File: src/rtl/uart_pkg.sv
// Shared types, widths and timing helper for the UART receive path.
// Latency: none (declarations only).
// Backpressure: none (declarations only).
package uart_pkg;

  localparam int DATA_W = 8;

  typedef enum logic [1:0] {
    IDLE  = 2'd0,
    START = 2'd1,
    DATA  = 2'd2,
    STOP  = 2'd3
  } rx_state_t;

  // Whole core-clock cycles per serial bit (integer division).
  function automatic int bit_cycles(input int freq, input int baud);
    return freq / baud;
  endfunction

endpackage

File: src/rtl/sync_fifo.sv
// Generic circular-buffer FIFO with occupancy count and full/empty flags.
// Latency: a written entry is visible at rd_dat the cycle after the write edge.
// Backpressure: a write while full is refused unless a read happens in the same cycle.
module sync_fifo #(
  parameter int WIDTH = 8,
  parameter int DEPTH = 8
) (
  input  logic                     core_clk,
  input  logic                     arst_n,
  input  logic                     wr_vld,
  input  logic [WIDTH-1:0]         wr_dat,
  input  logic                     rd_rdy,
  output logic [WIDTH-1:0]         rd_dat,
  output logic [$clog2(DEPTH):0]   count,
  output logic                     full,
  output logic                     empty
);

  localparam int AW = $clog2(DEPTH);
  localparam int CW = $clog2(DEPTH) + 1;

  logic [WIDTH-1:0] mem [DEPTH];
  logic [AW-1:0]    head;
  logic [AW-1:0]    tail;
  logic [CW-1:0]    cnt;
  logic             pop;
  logic             push;

  assign empty  = (cnt == '0);
  assign full   = (cnt == CW'(DEPTH));
  assign pop    = rd_rdy && !empty;
  // A same-cycle read frees the slot, so a write into a full FIFO is still accepted.
  assign push   = wr_vld && (!full || pop);
  // Head entry is forced to zero when empty so the output is defined out of reset.
  assign rd_dat = empty ? '0 : mem[head];
  assign count  = cnt;

  // Pointer and occupancy bookkeeping; pointers wrap naturally at a power-of-two depth.
  always_ff @(posedge core_clk or negedge arst_n) begin
    if (!arst_n) begin
      head <= '0;
      tail <= '0;
      cnt  <= '0;
    end else begin
      if (push) tail <= tail + 1'b1;
      if (pop)  head <= head + 1'b1;
      if (push && !pop)      cnt <= cnt + 1'b1;
      else if (pop && !push) cnt <= cnt - 1'b1;
    end
  end

  // Storage array; contents need no reset because empty masks the output.
  always_ff @(posedge core_clk) begin
    if (push) mem[tail] <= wr_dat;
  end

endmodule

File: src/rtl/uart_rx_fifo.sv
// 8N1 UART receiver with mid-bit sampling feeding a byte FIFO, sticky overflow/framing flags.
// Latency: 2-cycle line synchroniser; byte visible on data_out 1 cycle after the stop-bit sample.
// Backpressure: data_out_valid/data_out_ready; a byte arriving into a full FIFO with no pop is dropped.
module uart_rx_fifo
  import uart_pkg::*;
#(
  parameter int CLOCK_FREQ = 50_000_000,
  parameter int BAUD_RATE  = 115200,
  parameter int FIFO_DEPTH = 8
) (
  input  logic                          clk,
  input  logic                          rst,
  input  logic                          serial_in,
  output logic [DATA_W-1:0]             data_out,
  output logic                          data_out_valid,
  input  logic                          data_out_ready,
  output logic [$clog2(FIFO_DEPTH):0]   fifo_count,
  output logic                          overflow,
  output logic                          frame_err,
  input  logic                          clear_err
);

  localparam int BIT_CYC  = bit_cycles(CLOCK_FREQ, BAUD_RATE);
  localparam int HALF_CYC = BIT_CYC / 2;
  localparam int CNT_W    = (BIT_CYC > 1) ? $clog2(BIT_CYC) : 1;
  localparam int IDX_W    = $clog2(DATA_W);

  localparam logic [CNT_W-1:0] BIT_LAST  = CNT_W'(BIT_CYC - 1);
  localparam logic [CNT_W-1:0] HALF_LAST = CNT_W'(HALF_CYC - 1);
  localparam logic [IDX_W-1:0] IDX_LAST  = IDX_W'(DATA_W - 1);

  logic              rx_meta;
  logic              rx_s;
  logic              rx_prev;
  logic [1:0]        sync_fill;
  logic              rx_fall;

  rx_state_t         state;
  rx_state_t         state_nxt;
  logic [CNT_W-1:0]  cnt;
  logic [CNT_W-1:0]  cnt_nxt;
  logic [IDX_W-1:0]  bit_idx;
  logic [IDX_W-1:0]  idx_nxt;
  logic [DATA_W-1:0] shreg;
  logic [DATA_W-1:0] shreg_nxt;
  logic              brk;
  logic              brk_nxt;
  logic              rx_push;
  logic              ferr_set;

  logic              fifo_full;
  logic              fifo_empty;
  logic              fifo_pop;
  logic              ovf_set;

  // Two-flop synchroniser preset to idle-high; sync_fill tracks when rx_s holds a real line sample.
  always_ff @(posedge clk or negedge rst) begin
    if (!rst) begin
      rx_meta   <= 1'b1;
      rx_s      <= 1'b1;
      sync_fill <= 2'b00;
      rx_prev   <= 1'b0;
    end else begin
      rx_meta   <= serial_in;
      rx_s      <= rx_meta;
      sync_fill <= {sync_fill[0], 1'b1};
      // Only a genuinely observed high counts, so a line held low across reset cannot look like a start edge.
      rx_prev   <= rx_s & sync_fill[1];
    end
  end

  assign rx_fall = rx_prev & ~rx_s;

  // Receive state register.
  always_ff @(posedge clk or negedge rst) begin
    if (!rst) state <= IDLE;
    else      state <= state_nxt;
  end

  // Next-state, bit timing and byte assembly.
  always_comb begin
    state_nxt = state;
    cnt_nxt   = cnt + 1'b1;
    idx_nxt   = bit_idx;
    shreg_nxt = shreg;
    brk_nxt   = brk;
    rx_push   = 1'b0;
    ferr_set  = 1'b0;
    case (state)
      IDLE: begin
        cnt_nxt = '0;
        if (rx_fall) state_nxt = START;
      end
      START: begin
        if (cnt == HALF_LAST) begin
          cnt_nxt = '0;
          // A start bit that is high again at mid-bit was line noise.
          if (rx_s) begin
            state_nxt = IDLE;
          end else begin
            idx_nxt   = '0;
            state_nxt = DATA;
          end
        end
      end
      DATA: begin
        if (cnt == BIT_LAST) begin
          cnt_nxt   = '0;
          shreg_nxt = {rx_s, shreg[DATA_W-1:1]};
          idx_nxt   = bit_idx + 1'b1;
          if (bit_idx == IDX_LAST) state_nxt = STOP;
        end
      end
      STOP: begin
        if (brk) begin
          // Hold off after a bad stop bit until the line idles, so a break is not seen as a new start.
          cnt_nxt = '0;
          if (rx_s) begin
            brk_nxt   = 1'b0;
            state_nxt = IDLE;
          end
        end else if (cnt == BIT_LAST) begin
          cnt_nxt = '0;
          if (rx_s) begin
            rx_push   = 1'b1;
            state_nxt = IDLE;
          end else begin
            ferr_set = 1'b1;
            brk_nxt  = 1'b1;
          end
        end
      end
      default: state_nxt = IDLE;
    endcase
  end

  // Bit counter, bit index, shift register and break-wait flag.
  always_ff @(posedge clk or negedge rst) begin
    if (!rst) begin
      cnt     <= '0;
      bit_idx <= '0;
      shreg   <= '0;
      brk     <= 1'b0;
    end else begin
      cnt     <= cnt_nxt;
      bit_idx <= idx_nxt;
      shreg   <= shreg_nxt;
      brk     <= brk_nxt;
    end
  end

  assign data_out_valid = !fifo_empty;
  assign fifo_pop       = data_out_valid && data_out_ready;
  assign ovf_set        = rx_push && fifo_full && !fifo_pop;

  // Sticky error flags; a new error in the same cycle as clear_err keeps its flag set.
  always_ff @(posedge clk or negedge rst) begin
    if (!rst) begin
      overflow  <= 1'b0;
      frame_err <= 1'b0;
    end else begin
      overflow  <= ovf_set  | (overflow  & ~clear_err);
      frame_err <= ferr_set | (frame_err & ~clear_err);
    end
  end

  sync_fifo #(
    .WIDTH (DATA_W),
    .DEPTH (FIFO_DEPTH)
  ) u_fifo (
    .core_clk (clk),
    .arst_n   (rst),
    .wr_vld   (rx_push),
    .wr_dat   (shreg),
    .rd_rdy   (data_out_ready),
    .rd_dat   (data_out),
    .count    (fifo_count),
    .full     (fifo_full),
    .empty    (fifo_empty)
  );

endmodule

File: config.mk
export PLATFORM = sky130hd
export DESIGN_NAME = uart_rx_fifo
export DESIGN_NICKNAME = d
export VERILOG_FILES = /design/src/rtl/uart_pkg.sv /design/src/rtl/sync_fifo.sv /design/src/rtl/uart_rx_fifo.sv
export SDC_FILE = /design/constraint.sdc
export NUM_CORES = 1
export LEC_CHECK = 0
export ABC_CLOCK_PERIOD_IN_PS = 3900
export CAP_MARGIN = 20
export CELL_PAD_IN_SITES_DETAIL_PLACEMENT = 1
export CELL_PAD_IN_SITES_GLOBAL_PLACEMENT = 1
export CORE_AREA = 2 2 109 111
export CTS_BUF_LIST = sky130_fd_sc_hd__clkbuf_8
export CTS_CLUSTER_DIAMETER = 60
export CTS_CLUSTER_SIZE = 20
export DETAILED_ROUTE_END_ITERATION = 16
export DIE_AREA = 0 0 111 113
export GPL_TIMING_DRIVEN = 0
export PLACE_DENSITY_LB_ADDON = 0.1
export SYNTH_ARGS = -nofsm -noshare
export SYNTH_HDL_FRONTEND = slang
export SYNTH_SLANG_ARGS = --single-unit
File: constraint.sdc
create_clock -name clk -period 3.9 [get_ports clk]
set_input_delay 0.78 -clock clk [delete_from_list [all_inputs] [get_ports clk]]
set_output_delay 0.78 -clock clk [all_outputs]
set_load 0.01 [all_outputs]
# Word level (Yosys, flattened, before mapping)
# Memories as Yosys holds them, arrays and structs flattened.
# Cells that the tools add are included.
[totals]
ramBits = 64
out_inout_bits = 15
wordCells = 91
latchBits = 0
n_memories = 1
mem_bits_ro = 0
ff_bits = 40
[mem_list]
columns = ["name", "words", "width", "rd", "rd_clocked_by_memory_dff", "wr", "line_no", "rtl"]
rows = [
  ["u_fifo.mem", 8, 8, 1, 0, 1, "sync_fifo.sv:22", "logic [WIDTH-1:0] mem [DEPTH];"],
]
[op_classes]
multipliers = 0
muxes = 31
n_lt_le_gt_ge = 0
n_eq_ne = 13
n_shift = 0
div = 0
n_addsub = 6
n_reduce_logical = 18
bitwise_logic = 8
[ops]
columns = ["cell", "n"]
rows = [
  ["$pmux 9 s4", 1],
  ["$mux 9", 3],
  ["$mux 2", 8],
  ["$mux 1", 11],
  ["$ne 2x2->1 const B", 5],
  ["$add 3x1->3 const B", 3],
  ["$add 9x1->9 const B", 1],
  ["$eq 9x8->1 const B", 1],
  ["$eq 9x9->1 const B", 1],
  ["$mux 3", 3],
  ["$mux 4", 2],
  ["$mux 8", 1],
  ["$pmux 2 s4", 1],
  ["$logic_and 1x1->1", 6],
  ["$pmux 3 s2", 1],
  ["$reduce_and 5->1", 1],
  ["$add 4x1->4 const B", 1],
  ["$and 1x1->1", 4],
  ["$eq 2x2->1 const B", 2],
  ["$eq 4x4->1 const B", 1],
  ["$logic_not 1->1", 4],
  ["$logic_not 4->1", 1],
  ["$reduce_and 4->1", 1],
  ["$reduce_bool 2->1", 2],
  ["9 further kinds", 11],
]

# Logic depth before layout (Yosys ltp)
[depth]
depth_word = 9
ltp_mapped = 13

# By module
# A second synthesis with hierarchy kept.
[hier_totals]
cells_unflattened = 273
hier_area_um2 = 4459.3
[by_module_without_submodules]
columns = ["mod", "area_per_inst_um2", "n_inst", "seq_area_each_um2", "cells_per_inst"]
rows = [
  ["sync_fifo", 3056.7, 1, 2172.1, 158],
  ["uart_rx_fifo", 1402.6, 1, 753.2, 115],
]

# Least setup slack after synthesis
# Ideal clock, no wire load.
[synth_timing]
kind = "register -> register"
startpoint = "register cnt[1]"
endpoint = "register u_fifo.cnt[3] (netlist: u_fifo.count[3])"
period_less_slack_ps = 2656
path_slack_ps = 1244
required_ps = 3764
stages_incl_launch_ff = 13
t_arrival_ps = 2520
path_cell_list = "dfrtp_1 inv_1 ha_1 nand4bb_4 nor3_4 nand3_2 inv_1 ha_1 inv_1 ha_1 a21o_1 a2111oi_0 o31ai_1"
[synth_between]
elab_chain_len = 8
[synth_rtl]
columns = ["item", "line_no", "rtl"]
rows = [
  ["start, declared", "uart_rx_fifo.sv:40", "logic [CNT_W-1:0] cnt;"],
  ["start signal, assigned", "uart_rx_fifo.sv:145", "cnt <= cnt_nxt;"],
  ["$eq 9x9->1 *", "uart_rx_fifo.sv:122", "end else if (cnt == BIT_LAST) begin"],
  ["$mux 1 *", "uart_rx_fifo.sv:122", ""],
  ["$mux 1 *", "uart_rx_fifo.sv:115", "if (brk) begin"],
  ["$mux 1 *", "uart_rx_fifo.sv:89", "case (state)"],
  ["$logic_and 1x1->1 *", "sync_fifo.sv:33", "assign push = wr_vld && (!full || pop);"],
  ["named net u_fifo.push", "sync_fifo.sv:27", "logic push;"],
  ["$logic_not 1->1", "sync_fifo.sv:48", "else if (pop && !push) cnt <= cnt - 1'b1;"],
  ["$logic_and 1x1->1", "sync_fifo.sv:48", ""],
  ["$reduce_bool 2->1 (no source line)", "--", ""],
  ["end signal, assigned", "sync_fifo.sv:47", "if (push && !pop) cnt <= cnt + 1'b1;"],
  ["end signal, assigned", "sync_fifo.sv:48", ""],
  ["end, declared", "sync_fifo.sv:25", "logic [CW-1:0] cnt;"],
]
# The timed path passes the listed nets; every way through them passes the cells marked *.
# A chain may end at the register's enable or synchronous reset.

# Final worst setup path
[layout_timing]
startpoint = "register u_fifo.head[1]"
endpoint = "output data_out[7]"
[layout_between]
elab_chain_len = 2
[layout_rtl]
columns = ["item", "line_no", "rtl"]
rows = [
  ["start, declared", "sync_fifo.sv:23", "logic [AW-1:0] head;"],
  ["start signal, assigned", "sync_fifo.sv:46", "if (pop) head <= head + 1'b1;"],
  ["$mem_v2 8x8", "--", ""],
  ["$mux 8", "sync_fifo.sv:35", "assign rd_dat = empty ? '0 : mem[head];"],
  ["end, declared", "uart_rx_fifo.sv:14", "output logic [DATA_W-1:0] data_out,"],
]
# No other way between the ends.

==> parameters.txt <==
Parameter                              Value

Power
  Internal portion of total power ... approximately 1.5 mW
  Power density over the cells ... about 390 nW/um2
  Reg power frac ... 61.5%
  Comb power frac ... 6.1%
  Clock power frac ... 32.4%
  Total leakage power ... 2.08 nW
  Switching Fraction ... 24.0%
  Total power draw ... between 1.5 and 2 mW
  Max rail drop VDD ... approximately 0.00018 V
  Switching power of the nets ... roughly 470 uW

Synthesis
  Async set-or-reset flop fraction in the synthesized netlist ... 38.5%
  Cell with the most instances after synthesis ... sky130_fd_sc_hd__edfxtp_1
  Xor and xnor fraction of the mapped netlist area ... 2.74%
  Count of different cell masters after synthesis ... 56
  Count of warnings emitted by yosys ... 0
  Post-synthesis adder-cell area fraction ... 3.24%
  Share of synthesized cell area in and, or, nand and nor gates ... 9.66%
  Cells after Synth ... 276
  Part of the Yosys area used for sequential elements ... about two thirds
  Number of flip-flops and latches in the synthesized netlist ... 104
  Number of flops mapped to enable cells by yosys ... 64
  Largest cells by area after synthesis ... sky130_fd_sc_hd__edfxtp_1 (43%), sky130_fd_sc_hd__dfrtp_1 (21%), sky130_fd_sc_hd__mux4_2 (8.0%), sky130_fd_sc_hd__ha_1 (2.8%), sky130_fd_sc_hd__mux2i_1 (2.5%)
  Complex-gate fraction of the synthesized area ... 3.55%
  Most used flip-flop cell after synthesis ... sky130_fd_sc_hd__edfxtp_1
  Dominant combinational cell family by area after synthesis ... multiplexers
  Portion of netlist area occupied by mux cells ... 13.5%
  Number of nets in the synthesized netlist ... 292
  Cell type with the highest aggregate area in the netlist ... sky130_fd_sc_hd__edfxtp_1
  Most used standard cells in the synthesized netlist ... sky130_fd_sc_hd__edfxtp_1 (64), sky130_fd_sc_hd__dfrtp_1 (38), sky130_fd_sc_hd__nor2_1 (21)
  Portion of synthesized cell area occupied by the leading cell type ... 42.9%
  Average cell area after synthesis ... 16.2 um2
  Post-synthesis cell area ... 4480 um2

Cells and area
  Layout Area Growth over Synthesis ... 13.7%
  Ant. Diodes ... 0
  Fraction of layout instances using a drive strength above 1 ... approximately 22%
  Count of filler cells inserted in the layout ... 1114
  Final core area utilization ... 45.2%
  NumNets Final ... ~330

GRT
  Global-route wire length before repair ... 14600 um
  Remaining global-route overflow ... 0
  Vias in the first global route ... about 2600
  Number of antenna violations at the first check in global routing ... 0
  Largest net degree at the start of global routing ... 26
  GRT Util Overall ... 15.4%

STA
  Final clock period utilization by the worst path ... 91.4%
  RSZ-0062 raised after global routing ... no
  Slew @ Worst Pin ... 0.923 ns
  Final hold violations ... 0
  Time the final worst path needs with I/O delays and setup ... 3.56 ns
  Final setup violation count ... 0
  Max-slew headroom ... 38.2%
  Max-slew violation total from the final report ... 0
  Peak Freq ... 281 MHz
  Setup Skew ... between 0.01 and 0.015 ns

Placement
  Post-detailed-placement half-perimeter wirelength ... a little over 6000 um
  Number of buffers added on ports ... 19
  Gp weighted congestion ... 0.721

Critical path
  Worst Setup Path Type ... register to output port
  CP cell instances ... clkbuf_2 -> buf_1 -> mux4_2 -> mux2i_1 -> nor2_1 -> clkdlybuf4s50_1
  Maximum cell stage delay along the critical path ... approximately 0.60 ns
  Crit-path max FO ... 10
  Kind of end point of the critical path ... output port
  Worst path slowest cell ... sky130_fd_sc_hd__buf_1
  Required time at the endpoint of the critical path ... 3.12 ns
  Signal arrival time at the worst endpoint ... 2.78 ns
  Type of element launching the critical path ... register

CTS
  Buffer depth of the longest clock path ... 2
  Number of CTS-inserted buffers ... 9
  Clock latency on the worst-skew pair ... 0.37 ns
  Setup fix buffers added after clock tree synthesis ... 0
  Library cell used as clock root buffer ... sky130_fd_sc_hd__clkbuf_8
  Reg clk slew, reported paths ... 0.10 ns
  CTS tree ... built
  Number of H-tree levels ... 3
  Count of instances resized after the clock tree is built ... 0
  Number of clock sinks ... 104
  Number of hold buffers added after CTS ... 0

Die
  Width of the die ... 111 um
  Initial Utilization ... 39.8%
  I/O pins ... 20
  Full die area ... roughly 13000 um2
  Area of the placeable core ... 11300 um2
  Core Rows ... 39
  Die Y ... 113 um

Drt
  Number of design rule violations left after detail routing ... 0
  Total wirelength of the detailed-routed design ... 8930 um
  Routed wire per std cell ... 19.5 um
  Routed via count ... 2382
  Antenna Nets Post-Route ... 0
  Detailed router's first-iteration violation count ... between 50 and 60
  Detail-routed via count per cell ... ~5.2
  Detailed Routing Iterations Pass 1 ... 4

Run status
  Status ... finished clean

Min path
  Hold Path Class ... primary input to asynchronous set/reset pin

Job
  Max-cap viol count ... 0
[path summary, 6_finish.rpt]
check | slack, ns | end | startpoint | depth (start not counted)
setup / recovery | 0.34 | data_out[7] | u_fifo.head[1]$_DFFE_PN0N_ | 6
hold / removal | 0.34 | cnt[2]$_DFF_PN0_ | rst | 1
setup reg to reg | 0.77 | u_fifo.count[3]$_DFFE_PN0P_ | cnt[1]$_DFF_PN0_ | 12
hold reg to reg | 0.36 | sync_fill[1]$_DFF_PN0_ | sync_fill[0]$_DFF_PN0_ | 0
max in group asynchronous | 3.01 | rx_s$_DFF_PN1_ | rst | 2
min in group clk | 0.36 | sync_fill[1]$_DFF_PN0_ | sync_fill[0]$_DFF_PN0_ | 0
[layout make-up]
| cell class | count | area, um2 | area share (%) |
|---|---|---|---|
| multi-input cells | 153 | 1500 | 29.3 |
| clock buffers | 10 | 138 | 2.70 |
| inverters | 10 | 37.5 | 0.737 |
| well taps | 143 | 179 | 3.51 |
| repair buffers | 22 | 220 | 4.32 |
| plain buffers | 9 | 50.0 | 0.982 |
| flip-flops and latches | 104 | 2930 | 57.4 |
| clock inverters | 6 | 50.0 | 0.982 |
[sequential cells by signal, summed over array words and instances, names as in the netlist, 2 cells and up, named ones only]
signal	count
u_fifo.head	3
u_fifo.mem	64
sync_fill	2
bit_idx	3
u_fifo.tail	3
cnt	9
shreg	8
u_fifo.count	4
[worst max-delay path, delay by kind of cell, from the launching register on]
kind                   cells  cell delay, ns
buffers and inverters      3            1.39
DFF                        1            0.36
muxes                      2            0.61
and+or+nand+nor            1            0.07
[routing by layer]
metal / track usage (%) / share of wire, % / vias up
met3: 2.62 / 2.5 / 11
met2: 26.0 / 51 / 27
met5: 0 / 0 / -
li1: - / - / 1106
met4: 5.92 / 1.5 / 0
met1: 20.0 / 45 / 1238
[through the flow]
stage	hold WS [ns]	cells	cell area, um2	setup TNS, ns	setup slack (ns)
6_report	0.336	457	5090	0	0.337
5_1_grt	0.349	457	5090	0	0.194
4_1_cts	0.336	457	5090	0	0.265
3_5_place_dp	0.338	441	4910	0	0.328
3_3_place_gp	0.333	438	4850	-0.823	-0.103
2_1_floorplan	0.331	276	4480	0	1.24
[cell families after synthesis]
kind of cell,count (synthesis)
other cells,1
simple gates,68
fa+ha+maj,11
compound gates,21
buf+inv,19
xor+xnor,14
mux,38
flops,104
[placed cells by master (no fill, tap or decap), types with 8 or more instances in the layout]
cell / instances
sky130_fd_sc_hd__edfxtp_1: 64
sky130_fd_sc_hd__dfrtp_1: 38
sky130_fd_sc_hd__nor2_1: 21
sky130_fd_sc_hd__clkdlybuf4s50_1: 18
sky130_fd_sc_hd__mux4_2: 16
sky130_fd_sc_hd__mux2i_1: 11
sky130_fd_sc_hd__inv_1: 10
sky130_fd_sc_hd__nand2_1: 10
sky130_fd_sc_hd__xnor2_1: 10
sky130_fd_sc_hd__ha_1: 10
sky130_fd_sc_hd__clkbuf_8: 10
sky130_fd_sc_hd__mux2_2: 8
[power groups by stage]
stage                     combinational, mW  clock, mW  sequential (mW)
final                                 0.120      0.641             1.22
after global routing                  0.140      0.701             1.22
after CTS                             0.124      0.668             1.22
after detailed placement              0.124          0             1.24
after global placement                0.117          0             1.24
after floorplan                      0.0882          0             1.23
Note: power is estimated with default switching activity, not from simulation.
